### config.mk
export PLATFORM = sky130hd
export DESIGN_NAME = ex_stage
export DESIGN_NICKNAME = d
export VERILOG_FILES = /design/src/rtl/ex_stage.sv
export SDC_FILE = /design/constraint.sdc
export NUM_CORES = 1
export LEC_CHECK = 0
export ABC_AREA = 1
export ABC_CLOCK_PERIOD_IN_PS = 2940
export CAP_MARGIN = 10
export CORE_AREA = 2 2 226 228
export CTS_BUF_LIST = sky130_fd_sc_hd__clkbuf_8 sky130_fd_sc_hd__clkbuf_16
export CTS_CLUSTER_DIAMETER = 150
export DETAILED_ROUTE_END_ITERATION = 10
export DIE_AREA = 0 0 228 230
export SLEW_MARGIN = 10
export SYNTH_ARGS = -nofsm -noshare
export SYNTH_HDL_FRONTEND = slang
export SYNTH_SLANG_ARGS = --single-unit
### constraint.sdc
create_clock -name clk -period 2.94 [get_ports clk]
set_input_delay 0.588 -clock clk [delete_from_list [all_inputs] [get_ports clk]]
set_output_delay 0.588 -clock clk [all_outputs]
set_load 0.005 [all_outputs]
### src/rtl/ex_stage.sv
// Execute stage with EX/MEM pipeline register: single-cycle OR/MOV, sequential
// signed shift-add multiply that stalls the upstream pipeline until the product is ready.
module ex_stage #(
    parameter int MUL_ITER = 32
) (
    input  logic        clk,
    input  logic        rst,
    input  logic        flush_i,
    input  logic [31:0] oprand1_i,
    input  logic [31:0] oprand2_i,
    input  logic [4:0]  ALUop_i,
    input  logic [4:0]  writeAddr_i,
    input  logic        writeEnable_i,
    input  logic [1:0]  writeHILO_i,
    output logic [4:0]  exWriteAddr_o,
    output logic        exWriteEnable_o,
    output logic [1:0]  exWriteHILO_o,
    output logic [31:0] exWriteHI_data_o,
    output logic [31:0] exWriteLO_data_o,
    output logic [4:0]  writeAddr_o,
    output logic        writeEnable_o,
    output logic [1:0]  writeHILO_o,
    output logic [31:0] writeHI_data_o,
    output logic [31:0] writeLO_data_o,
    output logic        stall_o
);

    // state | meaning
    // IDLE  | no multiply in flight; single-cycle ops execute here
    // BUSY  | one shift-add iteration per cycle, upstream frozen
    // DONE  | signed product on bypass, stall released, back to IDLE

    localparam logic [4:0] ALU_NOP  = 5'd0;
    localparam logic [4:0] ALU_OR   = 5'd1;
    localparam logic [4:0] ALU_MOV  = 5'd2;
    localparam logic [4:0] ALU_MULT = 5'd3;
    localparam logic [4:0] LAST_ITER = 5'(MUL_ITER - 1);

    typedef enum logic [1:0] {IDLE, BUSY, DONE} state_t;

    state_t      state_q, state_d;
    logic [4:0]  cnt_q, cnt_d;
    logic [63:0] acc_q, acc_d;
    logic [63:0] mcand_q, mcand_d;
    logic [31:0] mplier_q, mplier_d;
    logic        neg_q, neg_d;

    logic [4:0]  addr_q, addr_d;
    logic        we_q, we_d;
    logic [1:0]  hilo_q, hilo_d;
    logic [31:0] hi_q, hi_d;
    logic [31:0] lo_q, lo_d;

    logic [31:0] mag1, mag2;
    logic [63:0] product;
    logic [31:0] res_hi, res_lo;

    always_ff @(posedge clk or negedge rst) begin
        if (!rst) begin
            state_q  <= IDLE;
            cnt_q    <= '0;
            acc_q    <= '0;
            mcand_q  <= '0;
            mplier_q <= '0;
            neg_q    <= 1'b0;
            addr_q   <= '0;
            we_q     <= 1'b0;
            hilo_q   <= '0;
            hi_q     <= '0;
            lo_q     <= '0;
        end else begin
            state_q  <= state_d;
            cnt_q    <= cnt_d;
            acc_q    <= acc_d;
            mcand_q  <= mcand_d;
            mplier_q <= mplier_d;
            neg_q    <= neg_d;
            addr_q   <= addr_d;
            we_q     <= we_d;
            hilo_q   <= hilo_d;
            hi_q     <= hi_d;
            lo_q     <= lo_d;
        end
    end

    // |0x80000000| wraps to 0x80000000, which is correct when read as unsigned
    assign mag1 = oprand1_i[31] ? (~oprand1_i + 32'd1) : oprand1_i;
    assign mag2 = oprand2_i[31] ? (~oprand2_i + 32'd1) : oprand2_i;

    always_comb begin
        state_d  = state_q;
        cnt_d    = cnt_q;
        acc_d    = acc_q;
        mcand_d  = mcand_q;
        mplier_d = mplier_q;
        neg_d    = neg_q;
        case (state_q)
            IDLE: begin
                if (!flush_i && ALUop_i == ALU_MULT) begin
                    state_d  = BUSY;
                    cnt_d    = '0;
                    acc_d    = '0;
                    mcand_d  = {32'd0, mag1};
                    mplier_d = mag2;
                    neg_d    = oprand1_i[31] ^ oprand2_i[31];
                end
            end
            BUSY: begin
                if (mplier_q[0]) acc_d = acc_q + mcand_q;
                mcand_d  = mcand_q << 1;
                mplier_d = mplier_q >> 1;
                cnt_d    = cnt_q + 5'd1;
                if (cnt_q == LAST_ITER) state_d = DONE;
            end
            DONE:    state_d = IDLE;
            default: state_d = IDLE;
        endcase
        if (flush_i) begin
            state_d = IDLE;
            cnt_d   = '0;
        end
    end

    assign product = neg_q ? (~acc_q + 64'd1) : acc_q;

    always_comb begin
        stall_o = 1'b0;
        case (state_q)
            IDLE:    stall_o = (ALUop_i == ALU_MULT) && !flush_i;
            BUSY:    stall_o = 1'b1;
            default: stall_o = 1'b0;
        endcase

        res_hi = '0;
        res_lo = '0;
        case (ALUop_i)
            ALU_OR:   res_lo = oprand1_i | oprand2_i;
            ALU_MOV: begin
                res_hi = oprand1_i;
                res_lo = oprand1_i;
            end
            ALU_MULT: begin
                res_hi = product[63:32];
                res_lo = product[31:0];
            end
            default: begin
                res_hi = '0;
                res_lo = '0;
            end
        endcase

        exWriteAddr_o    = writeAddr_i;
        exWriteEnable_o  = writeEnable_i && !stall_o;
        exWriteHILO_o    = stall_o ? 2'b00 : writeHILO_i;
        exWriteHI_data_o = res_hi;
        exWriteLO_data_o = res_lo;

        if (stall_o || flush_i) begin
            addr_d = '0;
            we_d   = 1'b0;
            hilo_d = '0;
            hi_d   = '0;
            lo_d   = '0;
        end else begin
            addr_d = exWriteAddr_o;
            we_d   = exWriteEnable_o;
            hilo_d = exWriteHILO_o;
            hi_d   = exWriteHI_data_o;
            lo_d   = exWriteLO_data_o;
        end
    end

    assign writeAddr_o    = addr_q;
    assign writeEnable_o  = we_q;
    assign writeHILO_o    = hilo_q;
    assign writeHI_data_o = hi_q;
    assign writeLO_data_o = lo_q;

endmodule

==> run metrics <==
outcome=finished with violations; failing checks=setup timing; Critical Path Sink Type=output pin; synth-to-layout area growth=45.2%; start point of the critical path=acc_q[5]; GRT Residual Overflow=0; number of antenna cells inserted=0; post-route total power=between 20 and 25 mW; most common cell after layout, fill and taps aside=nand2_1; number of hold violations in the final report=0; total clock buffers created by CTS=29; detailed-route via count=24149; CTS H-Tree Depth=1; x dimension of the die=between 200 and 250 um; Tightest Pin Transition=approximately 0.77 ns; maximum fanout along the worst path=5; Internal Dissipation=between 10 and 15 mW; final instance count without filler cells=about 4600; Sw Share=approximately 49%; PortBufs=about 220; clock-pin slew on the worst setup and hold paths=about 0.060 ns; worst-case clock skew=around 0.019 ns; height of the chip=~230 um; start-to-end type of the worst setup path=reg2out; DP HPWL=~72000 um; Ports=about 230; clk sinks=between 200 and 250; fraction of the core area covered by cells at the end of the flow=between 50% and 60%; CTS Root Cell=clkbuf_16; core region area=about 0.05 mm^2; number of global-route vias before repair=around 23000; commonest non-fill, non-tap cells in the layout=nand2_1 (1031), inv_1 (547), buf_4 (349), nor2_1 (301), dfrtp_1 (210); Unique masters post-synth=48; detail-routed net length per standard cell=around 20 um; Clk pwr share=between 10% and 20%; static leakage power=~15 nW; start of the worst register-to-register path=acc_q[11]; Final min period=approximately 3.2 ns; number of optimization iterations in the first detailed-route pass=6; fraction of the yosys area taken by sequential cells=between 30% and 40%; placer congestion estimate=1.03; power density over the cells=between 800 and 900 mW/mm^2; Post-Syn Area=a little under 0.02 mm^2; Detailed Route WL=around 93000 um; arrival time of data at the critical path endpoint=about 2.6 ns; antenna violations before repair=1; drc violations=0; per-instance average area after synthesis=between 5 and 6 um^2; Max-slew headroom=about half; post-route setup slack=-0.291 ns; placed standard-cell area=~0.025 mm^2; Hold Crit Class=reg2reg; net count after synthesis=~3500; gate count of the mapped netlist=roughly 3300; endpoint required time on the critical path=between 2 and 2.5 ns; crit share post-route=110%; Sw Pwr=approximately 11 mW; remaining antenna violation count=0; number of nets at the end of the flow=4086; Peak VDD IR=0.615 mV; setup repair after global routing missed its margin=true; CTS tree=built; register bit count reported by yosys=240; effective utilization at floorplan=about two fifths; Final Cell Area=0.0288 mm^2; clock latency reported for the late side of the worst-skew pair=0.59 ns; final-report setup violation count=50; Max Clk Rate=0.310 GHz; share of final-layout standard cells stronger than drive strength 1=22.8%; drt initial violations=2197; CP startpoint kind=register; maximum number of pins on one net before global-route repair=~110; via density per instance=around 5.2; Inst Count DP=approximately 4400; final count of pins violating max slew=0; global-route wire length before repair=approximately 140000 um; share of total power in sequential cells=between 20% and 30%; total of max-cap violations=0; Cell Rows=roughly 80; CTS Buffer Depth=3; proportion of power drawn by combinational gates=around 60%; Total GRT Usage=34.3%; Worst Hold Launch=mplier_q[11]; die area=approximately 0.052 mm^2; Ys Warns=0
-- metal layers --
metal	global-route usage, %	share of wire [%]
met5	0	0
met4	17.1	5.8
met3	4.85	6.9
met2	56.9	46
met1	43.9	41
-- worst max-delay path, stage by stage, from the launching register on --
cell and delay [ns]:
dfrtp_2 0.44, nor2_4 0.21, nand2_4 0.10, nor2_4 0.23, nand2_4 0.12, nand2_4 0.11
nand2_8 0.09, nor2_4 0.15, buf_6 0.14, buf_6 0.08, nand3b_1 0.08, nand3_2 0.11
nand2_1 0.06, buf_2 0.12
-- sequential cells by signal (all words and copies together), names as in the netlist --
signal / count
acc_q: 64
writeHILO_o: 2
state_q: 2
writeLO_data_o: 32
writeEnable_o: 1
mcand_q: 64
mplier_q: 32
writeHI_data_o: 32
writeAddr_o: 5
cnt_q: 5
neg_q: 1
-- area by class of cell --
class	instances	area (um^2)
repair buffers	672	6010
clock inverters	22	186
flip-flops and latches	240	6040
multi-input cells	2427	12800
clock buffers	31	753
inverters	566	2170
fillers	4964	21100
well taps	672	841
-- logic make-up (layout without fill, tap and decap cells) --
group / after synthesis / count (layout) / synth area share [%]
compound gates: 479 / 479 / 13.3
xor+xnor: 27 / 27 / 1.19
fa+ha+maj: 70 / 70 / 4.46
buf+inv: 651 / 1291 / 12.7
flops: 240 / 240 / 30.3
simple gates: 1851 / 1851 / 38.1
-- final timing paths --
kind / to / slack, ns / depth (start not counted)
setup / recovery: exWriteHI_data_o[30] / -0.29 / 13
hold / removal: mplier_q[11] / 0.48 / 2
setup reg to reg: writeLO_data_o[20] / -0.01 / 23
hold reg to reg: mplier_q[11] / 0.48 / 2
max in group asynchronous: mplier_q[1] / 1.64 / 3
min in group asynchronous: mcand_q[51] / 0.51 / 2
-- power by group through the flow --
| stage | clock [mW] | sequential (mW) | combinational [mW] |
|---|---|---|---|
| 2_1_floorplan | 0 | 4.85 | 7.02 |
| 3_3_place_gp | 0 | 5.29 | 11.7 |
| 3_5_place_dp | 0 | 5.28 | 11.7 |
| 4_1_cts | 3.68 | 5.28 | 13.1 |
| 5_1_grt | 3.81 | 5.42 | 15.5 |
| 6_report | 3.63 | 5.35 | 14.2 |
-- per-stage QoR --
| stage | TNS [ns] | setup slack, ns | hold slack [ns] |
|---|---|---|---|
| floorplan | 0 | 0.660 | 0.292 |
| global placement | -11.34 | -0.310 | 0.460 |
| detailed placement | -12.51 | -0.337 | 0.468 |
| CTS | -6.33 | -0.252 | 0.483 |
| global route | -11.95 | -0.403 | 0.499 |
| finish | -6.75 | -0.291 | 0.481 |
-- synthesized netlist by cell type (all sizes together) --
cell type     n  area share [%]
a211oi        1           0.038
nand2      1124              21
nand3       262             6.7
clkbuf       42            0.80
clkinv        1           0.025
o22ai        82             2.6
o41ai         1           0.044
a21o          2           0.076
nor4          3           0.095
and2          5            0.16
o221ai        3            0.13
xnor2         9            0.40
nor3         33            0.86
nor2        385             7.7
o221a         1           0.057
xor2         18            0.80
o21a          2           0.076
nand4        31             1.0
ha           69             4.4
dfrtp       240              30
inv         565              11
o21ai       192             5.0
buf          43             1.1
a221oi        3            0.13
a31oi         3           0.095
a41o          1           0.051
fa            1            0.10
a21oi       171             4.3
a22o          2           0.088
nand3b        4            0.15
o21bai        5            0.19
o211ai       10            0.38
or2           4            0.13
-- what timing repair did --
item                                   4_1_cts  5_1_grt
gates cloned                                 2        1
endpoints found under the hold margin       41        0
pin swaps                                   83      106
setup endpoints to repair                   68       73
gates resized for setup                    498      263
hold buffers                                 1        0
buffers inserted                           138       59
Note: power is estimated with default switching activity, not from simulation.
